**config.mk**
```make
export PLATFORM = sky130hd
export DESIGN_NAME = exe_mul_unit_flat
export DESIGN_NICKNAME = d
export VERILOG_FILES = /design/src/rtl/exe_pkg.sv /design/src/rtl/exe_mul_unit_if.sv /design/src/rtl/exe_alu_core.sv /design/src/rtl/exe_mul_unit.sv /design/src/flat_wrapper.sv
export SDC_FILE = /design/constraint.sdc
export NUM_CORES = 1
export LEC_CHECK = 0
export BUFFER_PORTS_ARGS = -buffer_cell sky130_fd_sc_hd__buf_2
export CORE_UTILIZATION = 31
export DETAILED_ROUTE_END_ITERATION = 10
export PLACE_DENSITY_LB_ADDON = 0.2
export SYNTH_ARGS = -nofsm -noshare
export SYNTH_HDL_FRONTEND = slang
export SYNTH_HIERARCHICAL = 1
export SYNTH_SLANG_ARGS = --single-unit
```
**constraint.sdc**
```tcl
create_clock -name clk -period 6.4 [get_ports clk]
set_input_delay 0.32 -clock clk [delete_from_list [all_inputs] [get_ports clk]]
set_output_delay 0.32 -clock clk [all_outputs]
set_load 0.05 [all_outputs]
```
**src/rtl/exe_pkg.sv**
```systemverilog
// Shared constants for the execute/multiply unit: opcodes, FSM states, status bit positions.
package exe_pkg;

    // Operation codes presented on exe_cmd
    localparam logic [3:0] OP_MOV = 4'b0001;
    localparam logic [3:0] OP_ADD = 4'b0010;
    localparam logic [3:0] OP_ADC = 4'b0011;
    localparam logic [3:0] OP_SUB = 4'b0100;
    localparam logic [3:0] OP_SBC = 4'b0101;
    localparam logic [3:0] OP_AND = 4'b0110;
    localparam logic [3:0] OP_ORR = 4'b0111;
    localparam logic [3:0] OP_EOR = 4'b1000;
    localparam logic [3:0] OP_MVN = 4'b1001;
    localparam logic [3:0] OP_MUL = 4'b1010;

    // Status register layout {N,Z,C,V}
    localparam int SF_N = 3;
    localparam int SF_Z = 2;
    localparam int SF_C = 1;
    localparam int SF_V = 0;

    typedef enum logic [1:0] {
        ST_IDLE = 2'd0,
        ST_MUL  = 2'd1,
        ST_DONE = 2'd2
    } state_e;

endpackage

```
**src/rtl/exe_mul_unit_if.sv**
```systemverilog
// Request/response bundle between the issue stage and the execute/multiply unit.
interface exe_mul_unit_if #(
    parameter int DATA_W = 32,
    parameter int IMM_W  = 24
);
    logic              in_valid;
    logic              in_ready;
    logic              flush;
    logic [3:0]        exe_cmd;
    logic              s;
    logic [DATA_W-1:0] val_1;
    logic [DATA_W-1:0] val_2;
    logic [DATA_W-1:0] pc;
    logic [IMM_W-1:0]  imm;
    logic              out_valid;
    logic [DATA_W-1:0] alu_res;
    logic [DATA_W-1:0] branch_addr;
    logic [3:0]        status;

    modport master (
        output in_valid, flush, exe_cmd, s, val_1, val_2, pc, imm,
        input  in_ready, out_valid, alu_res, branch_addr, status
    );

    modport slave (
        input  in_valid, flush, exe_cmd, s, val_1, val_2, pc, imm,
        output in_ready, out_valid, alu_res, branch_addr, status
    );
endinterface

```
**src/rtl/exe_alu_core.sv**
```systemverilog
// Single-cycle combinational ALU: move, add/sub with carry, logic ops. MUL is handled by the top.
module exe_alu_core
    import exe_pkg::*;
#(
    parameter int DATA_W = 32
) (
    input  logic [3:0]        cmd,
    input  logic [DATA_W-1:0] a,
    input  logic [DATA_W-1:0] b,
    input  logic              c_in,
    output logic [DATA_W-1:0] res,
    output logic              c_out,
    output logic              v_out
);
    localparam int MSB = DATA_W - 1;

    logic [DATA_W:0] sum;

    // Result and C/V per opcode; subtraction is a + ~b + carry so C reads as "no borrow"
    always_comb begin
        sum   = '0;
        res   = '0;
        c_out = 1'b0;
        v_out = 1'b0;
        case (cmd)
            OP_MOV: res = b;
            OP_MVN: res = ~b;
            OP_ADD, OP_ADC: begin
                sum   = {1'b0, a} + {1'b0, b} + {{DATA_W{1'b0}}, (cmd == OP_ADC) & c_in};
                res   = sum[MSB:0];
                c_out = sum[DATA_W];
                v_out = (a[MSB] == b[MSB]) && (res[MSB] != a[MSB]);
            end
            OP_SUB, OP_SBC: begin
                sum   = {1'b0, a} + {1'b0, ~b} + {{DATA_W{1'b0}}, (cmd == OP_SUB) | c_in};
                res   = sum[MSB:0];
                c_out = sum[DATA_W];
                v_out = (a[MSB] != b[MSB]) && (res[MSB] != a[MSB]);
            end
            OP_AND: res = a & b;
            OP_ORR: res = a | b;
            OP_EOR: res = a ^ b;
            default: res = '0;
        endcase
    end

endmodule

```
**src/rtl/exe_mul_unit.sv**
```systemverilog
// Execute unit: single-cycle ALU ops plus an iterative shift-add multiplier retiring MUL_STEP bits/cycle.
module exe_mul_unit
    import exe_pkg::*;
#(
    parameter int DATA_W   = 32,
    parameter int MUL_STEP = 1,
    parameter int IMM_W    = 24
) (
    input  logic           clk,
    input  logic           rst,
    exe_mul_unit_if.slave  bus
);
    localparam int MSB   = DATA_W - 1;
    localparam int STEPS = DATA_W / MUL_STEP;
    localparam int CNT_W = $clog2(STEPS + 1);

    state_e            state;
    logic [CNT_W-1:0]  cnt;
    logic [DATA_W-1:0] acc, acc_nxt, mcand, mplier;
    logic [DATA_W-1:0] br_lat, br_sum;
    logic signed [DATA_W-1:0] imm_ext;
    logic              s_lat;
    logic              in_ready, out_valid;
    logic [DATA_W-1:0] alu_res, branch_addr;
    logic [3:0]        status;
    logic              accept, is_mul;
    logic [DATA_W-1:0] alu_out;
    logic              alu_c, alu_v;
    logic [3:0]        flags_nxt;

    exe_alu_core #(.DATA_W(DATA_W)) u_alu (
        .cmd   (bus.exe_cmd),
        .a     (bus.val_1),
        .b     (bus.val_2),
        .c_in  (status[SF_C]),
        .res   (alu_out),
        .c_out (alu_c),
        .v_out (alu_v)
    );

    assign accept    = bus.in_valid && in_ready && !bus.flush;
    assign is_mul    = (bus.exe_cmd == OP_MUL);
    assign imm_ext   = DATA_W'($signed(bus.imm[IMM_W-1:0]));
    assign br_sum    = bus.pc + DATA_W'(imm_ext <<< 2);
    assign flags_nxt = {alu_out[MSB], alu_out == '0, alu_c, alu_v};

    // One multiplier step: add MUL_STEP shifted partial products to the running sum
    always_comb begin
        acc_nxt = acc;
        for (int i = 0; i < MUL_STEP; i++) begin
            if (mplier[i]) acc_nxt = acc_nxt + (mcand << i);
        end
    end

    // Control FSM with registered outputs; flush overrides everything except reset
    always_ff @(posedge clk or posedge rst) begin
        if (rst) begin
            state       <= ST_IDLE;
            in_ready    <= 1'b1;
            out_valid   <= 1'b0;
            alu_res     <= '0;
            branch_addr <= '0;
            status      <= '0;
            cnt         <= '0;
            acc         <= '0;
            mcand       <= '0;
            mplier      <= '0;
            br_lat      <= '0;
            s_lat       <= 1'b0;
        end else begin
            out_valid <= 1'b0;
            if (bus.flush) begin
                state    <= ST_IDLE;
                in_ready <= 1'b1;
            end else begin
                case (state)
                    ST_IDLE: begin
                        if (accept) begin
                            if (is_mul) begin
                                mcand    <= bus.val_1;
                                mplier   <= bus.val_2;
                                acc      <= '0;
                                cnt      <= CNT_W'(STEPS);
                                br_lat   <= br_sum;
                                s_lat    <= bus.s;
                                state    <= ST_MUL;
                                in_ready <= 1'b0;
                            end else begin
                                out_valid   <= 1'b1;
                                alu_res     <= alu_out;
                                branch_addr <= br_sum;
                                if (bus.s) status <= flags_nxt;
                            end
                        end
                    end
                    ST_MUL: begin
                        acc    <= acc_nxt;
                        mcand  <= mcand << MUL_STEP;
                        mplier <= mplier >> MUL_STEP;
                        cnt    <= cnt - 1'b1;
                        if (cnt == CNT_W'(1)) state <= ST_DONE;
                    end
                    ST_DONE: begin
                        // MUL touches only N and Z; C and V carry over
                        out_valid   <= 1'b1;
                        alu_res     <= acc;
                        branch_addr <= br_lat;
                        if (s_lat) begin
                            status[SF_N] <= acc[MSB];
                            status[SF_Z] <= (acc == '0);
                        end
                        state    <= ST_IDLE;
                        in_ready <= 1'b1;
                    end
                    default: begin
                        state    <= ST_IDLE;
                        in_ready <= 1'b1;
                    end
                endcase
            end
        end
    end

    assign bus.in_ready    = in_ready;
    assign bus.out_valid   = out_valid;
    assign bus.alu_res     = alu_res;
    assign bus.branch_addr = branch_addr;
    assign bus.status      = status;

endmodule
```
**src/flat_wrapper.sv**
```systemverilog
// flat-port wrapper written by rule: the top's interface ports become plain ports
module exe_mul_unit_flat import exe_pkg::*;
#(
    parameter int DATA_W   = 32,
    parameter int MUL_STEP = 1,
    parameter int IMM_W    = 24
)
  (clk, rst, bus_in_valid, bus_flush, bus_exe_cmd, bus_s, bus_val_1, bus_val_2, bus_pc, bus_imm, bus_in_ready, bus_out_valid, bus_alu_res, bus_branch_addr, bus_status);
  exe_mul_unit_if #(.DATA_W(DATA_W), .IMM_W(IMM_W)) bus_i ();
  input  logic clk;
  input  logic rst;
  input wire logic [$bits(bus_i.in_valid)-1:0] bus_in_valid;
  input wire logic [$bits(bus_i.flush)-1:0] bus_flush;
  input wire logic [$bits(bus_i.exe_cmd)-1:0] bus_exe_cmd;
  input wire logic [$bits(bus_i.s)-1:0] bus_s;
  input wire logic [$bits(bus_i.val_1)-1:0] bus_val_1;
  input wire logic [$bits(bus_i.val_2)-1:0] bus_val_2;
  input wire logic [$bits(bus_i.pc)-1:0] bus_pc;
  input wire logic [$bits(bus_i.imm)-1:0] bus_imm;
  output wire logic [$bits(bus_i.in_ready)-1:0] bus_in_ready;
  output wire logic [$bits(bus_i.out_valid)-1:0] bus_out_valid;
  output wire logic [$bits(bus_i.alu_res)-1:0] bus_alu_res;
  output wire logic [$bits(bus_i.branch_addr)-1:0] bus_branch_addr;
  output wire logic [$bits(bus_i.status)-1:0] bus_status;
  assign bus_i.in_valid = bus_in_valid;
  assign bus_i.flush = bus_flush;
  assign bus_i.exe_cmd = bus_exe_cmd;
  assign bus_i.s = bus_s;
  assign bus_i.val_1 = bus_val_1;
  assign bus_i.val_2 = bus_val_2;
  assign bus_i.pc = bus_pc;
  assign bus_i.imm = bus_imm;
  assign bus_in_ready = bus_i.in_ready;
  assign bus_out_valid = bus_i.out_valid;
  assign bus_alu_res = bus_i.alu_res;
  assign bus_branch_addr = bus_i.branch_addr;
  assign bus_status = bus_i.status;
  exe_mul_unit #(.DATA_W(DATA_W), .MUL_STEP(MUL_STEP), .IMM_W(IMM_W)) u_core (.clk(clk), .rst(rst), .bus(bus_i));
endmodule
```
==> results by stage <==
Drt:
- Once detail routing completed, the nets flagged for antenna violations numbered 0.
- For this run, design rule violations remaining after detail routing come to 0.
- In the final routed layout, each cell accounts on average for approximately 21 um.
- In the routed layout, each cell is associated on average with a via count of 5.565.
- The total number of vias is ~17,000.
- The pre-antenna-repair detailed-routing pass consisted of 5 iterations.
- The count of routing violations after the opening detailed-route iteration is roughly 1,300.
- After detailed routing, the total wire length is approximately 62,000 um.

Placement:
- The number of placed instances, taps included, is slightly below 3,000.
- Summed over all nets, the half-perimeter wirelength after detailed placement is 46,180 um.
- The weighted congestion at the end of routability-driven global placement is 0.8957.
- The number of buffer cells added on primary ports is about 200.

Logic synthesis:
- Among all flip-flop cells after synthesis, the most frequent one is sky130_fd_sc_hd__dfrtp_1.
- Yosys attributes the largest share of cell area to sky130_fd_sc_hd__dfrtp_1 30%, sky130_fd_sc_hd__ha_1 11%, sky130_fd_sc_hd__nand2_1 6.6%.
- The most common cell in the synthesized netlist is sky130_fd_sc_hd__nand2_1.
- The synthesized netlist devotes a little over a quarter of its cell area to compound gates.
- The cell taking the most area after synthesis is sky130_fd_sc_hd__dfrtp_1.
- After synthesis, the netlist uses 93 different library cells.
- Yosys mapped a number of flops with a built-in enable equal to 0.
- The simple-gate portion of the synthesized area is 19.31%.
- By area, the combinational part of the netlist is dominated by compound AO/OA/AOI/OAI gates.
- Counting instances in the post-synthesis netlist gives the leading cell types as 303 x sky130_fd_sc_hd__nand2_1, 275 x sky130_fd_sc_hd__nor2_1, 206 x sky130_fd_sc_hd__dfrtp_1.
- Synthesis handed over a netlist of ~2,100 instances.
- The synthesized-area fraction occupied by xor and xnor cells is ~4.7%.
- The synthesized netlist devotes 12.17% of its cell area to adder and majority cells.
- The mean area per synthesized cell is between 7 and 8 um^2.
- The mux share of post-synthesis cell area is 0.9863%.
- The net count after synthesis is roughly 2,400.
- Synthesis inferred 207 register bits.
- For this run, asynchronously set or reset flops after synthesis account for 100.0%.
- The number of warnings issued by yosys is 6.
- The post-synth design cell area is roughly 17,000 um^2.
- The sequential fraction of the synthesis area is 30.25%.
- Of the post-synthesis cell area, the dominant cell type holds between 30% and 40%.

Timing:
- The number of hold violations in the final report is 3.
- The count of endpoints failing setup in the final report is 0.
- Clock skew on the completed layout was measured at 16.49 ps.
- In this run the tightest slew margin relative to its limit is between 20% and 30%.
- For the pin with the worst max-slew slack, the measured transition is approximately 1100 ps.
- The final hold slack is -21.38 ps.
- The count of pins over their slew limit is 0.
- The routed design could run at a clock period as short as ~5000 ps.
- Adding up every negative setup slack in the final design gives 0 ps.
- The post-route clock period utilization is about 78%.
- For this run, the top clock speed supported by timing is 0.2011 GHz.
- Setup repair after global routing left no endpoint under its margin.

Clock network:
- The number of buffers created by CTS is 27.
- The cell at the root of the clock tree is sky130_fd_sc_hd__clkbuf_16.
- Clock-pin slew was measured on the worst setup and hold paths at about 60 ps.
- The source-to-sink clock delay at the later pin of the worst-skew pair is between 500 and 600 ps.
- In this run the number of H-tree levels came out at 1.
- Clock tree synthesis found a total of roughly 210 sinks.
- The CTS tree is built.
- After clock tree synthesis, the repair step resized 0 gates.
- No sink is reached through more buffers than the 3 on the longest clock path.

Global route:
- Global routing consumed, over all layers together, a little over a fifth of the routing resources.
- The wire length of the first global-routing pass is approximately 96,000 um.
- The layer with the highest usage is met2.
- The routing usage on met1 is between 20 and 30%.
- In the global route stage, met2 resource usage came out at 36.91%.
- The total congestion overflow after global routing is 0.
- The met3 track demand over resource in global routing is under 10%.
- The pin count of the biggest net entering global routing is between 100 and 150.
- The number of antenna violations at the first check in global routing was 0.
- The via count of the first global-routing pass is between 15,000 and 20,000.

Layout:
- The area growth from synthesis to layout is 14.96%.
- The layout has between 5,000 and 6,000 filler cells.
- The fraction of final layout cells with drive strength greater than 1 is 14.25%.
- The count of cells in the finished layout, fillers not included, comes to ~3,000.
- The share of the core filled with cells in the final layout is 36.30%.
- At the end of the flow, the number of nets in the layout was between 2,000 and 3,000.

Worst setup path:
- The most critical setup path has its startpoint at bus_exe_cmd[3].
- Data on the critical path is required at its endpoint by 6890 ps.
- For the worst setup path, the data arrival time is between 5000 and 6000 ps.
- The critical path class is in -> reg.
- The kind of launch point of the worst setup path is an input pin.
- STA classifies the critical path endpoint as a flop.
- The depth of the worst register-to-register path is 18.
- In this run the worst path has a maximum fanout of 4.
- The worst flop-to-flop path startpoint is u_core/bus.status[1].

Die:
- The initialized floorplan defines 85 standard-cell rows.
- The width of the chip is about 240 um.
- The top-level port count is around 200.
- The starting utilization of the core area is between 30% and 40%.
- In this run the vertical extent of the chip is 237.0 um.
- After floorplanning, the core was sized to cover 54,240 um^2.
- The die covers 56,190 um^2.

Run:
- The number of max-cap violations is 0.

Pwr:
- VDD sags by at most 0.0002076 V.
- Power spread over the standard cell area amounts to 307.3 nW/um^2.
- The leakage power of the design is just over 0.009 uW.

Outcome:
- The flow ran to the end, but the final reports show violations.
- The checks that failed: hold timing.

Min path:
- The path class of the tightest hold or removal check is in -> async.
-- cell families after synthesis --
logic type / count (synthesis)
flops: 207
buf+inv: 249
xor+xnor: 92
mux: 15
compound gates: 658
simple gates: 763
fa+ha+maj: 163
-- area by class of cell --
class	count	area [um^2]	area share [%]
inverters	122	466.7	2.371
diodes	1	2.502	0.01271
multi-input cells	1691	10960	55.65
repair buffers	224	1196	6.076
clock inverters	11	222.7	1.131
clock buffers	39	790.8	4.017
well taps	696	870.8	4.424
flip-flops and latches	207	5181	26.32
-- report_power, final --
group          switching (uW)  total (uW)  internal (uW)
Sequential                302        1960           1660
Clock                     631        1730           1100
Combinational            1530        2360            823
-- repair_timing --
item,in CTS,in global routing
setup endpoints to repair,0,0
setup buffers,0,0
hold buffers,4,0
endpoints found under the hold margin,5,0
-- registers in the layout, summed over array words and instances, names as in the netlist --
| signal | flops |
|---|---|
| u_core/bus.alu_res | 32 |
| u_core/cnt | 6 |
| u_core/br_lat | 32 |
| u_core/bus.status | 4 |
| u_core/mcand | 32 |
| u_core/mplier | 32 |
| u_core/bus.out_valid | 1 |
| u_core/state | 2 |
| u_core/bus.branch_addr | 32 |
| u_core/bus.in_ready | 1 |
| u_core/s_lat | 1 |
| u_core/acc | 32 |
-- through the flow --
stage / hold slack, ps / area (um^2) / setup WS (ps) / total power (uW)
floorplan: 425.4 / 17130 / 429.2 / 3626
global placement: 454.9 / 18630 / 994.0 / 4282
detailed placement: 461.7 / 18630 / 837.0 / 4319
CTS: 25.23 / 19680 / 1420 / 6096
global route: 46.02 / 19680 / 1096 / 6419
finish: -21.38 / 19690 / 1428 / 6049
-- critical path, stage by stage --
cell and delay [ps]:
sky130_fd_sc_hd__buf_2 110, sky130_fd_sc_hd__nand2b_1 190, sky130_fd_sc_hd__or2_2 330, sky130_fd_sc_hd__o21bai_1 190, sky130_fd_sc_hd__fa_1 230, sky130_fd_sc_hd__inv_1 60, sky130_fd_sc_hd__fa_1 400, sky130_fd_sc_hd__o21bai_1 210
sky130_fd_sc_hd__a21oi_2 110, sky130_fd_sc_hd__nor3b_1 290, sky130_fd_sc_hd__o31a_1 280, sky130_fd_sc_hd__a21oi_1 150, sky130_fd_sc_hd__o41ai_2 270, sky130_fd_sc_hd__a31o_2 250, sky130_fd_sc_hd__a21boi_1 100, sky130_fd_sc_hd__a221o_1 350
sky130_fd_sc_hd__a221o_1 350, sky130_fd_sc_hd__nor4_1 430, sky130_fd_sc_hd__nand4_1 140, sky130_fd_sc_hd__or4_1 530, sky130_fd_sc_hd__a31oi_1 170
-- placed cells by master (no fill, tap or decap), types with 14 or more instances in the layout --
cell                        instances
sky130_fd_sc_hd__and3_1            14
sky130_fd_sc_hd__a21oi_1          121
sky130_fd_sc_hd__nor3_1            22
sky130_fd_sc_hd__xnor2_1           60
sky130_fd_sc_hd__o21ai_0          105
sky130_fd_sc_hd__buf_2            198
sky130_fd_sc_hd__o21bai_1          19
sky130_fd_sc_hd__nand3_1           36
sky130_fd_sc_hd__buf_4             22
sky130_fd_sc_hd__a22oi_1           14
sky130_fd_sc_hd__nand2_1          301
sky130_fd_sc_hd__dfrtp_1          206
sky130_fd_sc_hd__o21a_1            14
sky130_fd_sc_hd__xor2_1            32
sky130_fd_sc_hd__o221ai_1          32
sky130_fd_sc_hd__nor4_1            21
sky130_fd_sc_hd__a221o_1           20
sky130_fd_sc_hd__nor2b_1           14
sky130_fd_sc_hd__a21o_1            40
sky130_fd_sc_hd__nor2_1           274
sky130_fd_sc_hd__inv_1            117
sky130_fd_sc_hd__clkbuf_16         27
sky130_fd_sc_hd__nand4_1           19
sky130_fd_sc_hd__o22ai_1           81
sky130_fd_sc_hd__o211ai_1          23
sky130_fd_sc_hd__ha_1             157
sky130_fd_sc_hd__a31oi_1           63
-- path summary, 6_finish.rpt --
path / endpoint / slack (ps)
max: u_core/bus.status[2] / 1430
min: u_core/bus.alu_res[5] / -20
max reg2reg: u_core/bus.status[2] / 1480
min reg2reg: u_core/bus.in_ready / 470
max in group asynchronous: u_core/acc[0] / 4840
min in group clk: u_core/mplier[22] / 50
-- routing by layer --
layer	vias to the layer above	wire length [um]
met5	-	0
met4	0	1181
met3	76	4009
met2	549	29370
met1	8063	27920
li1	7958	-
No activity file was read; power rests on OpenSTA's default activity.
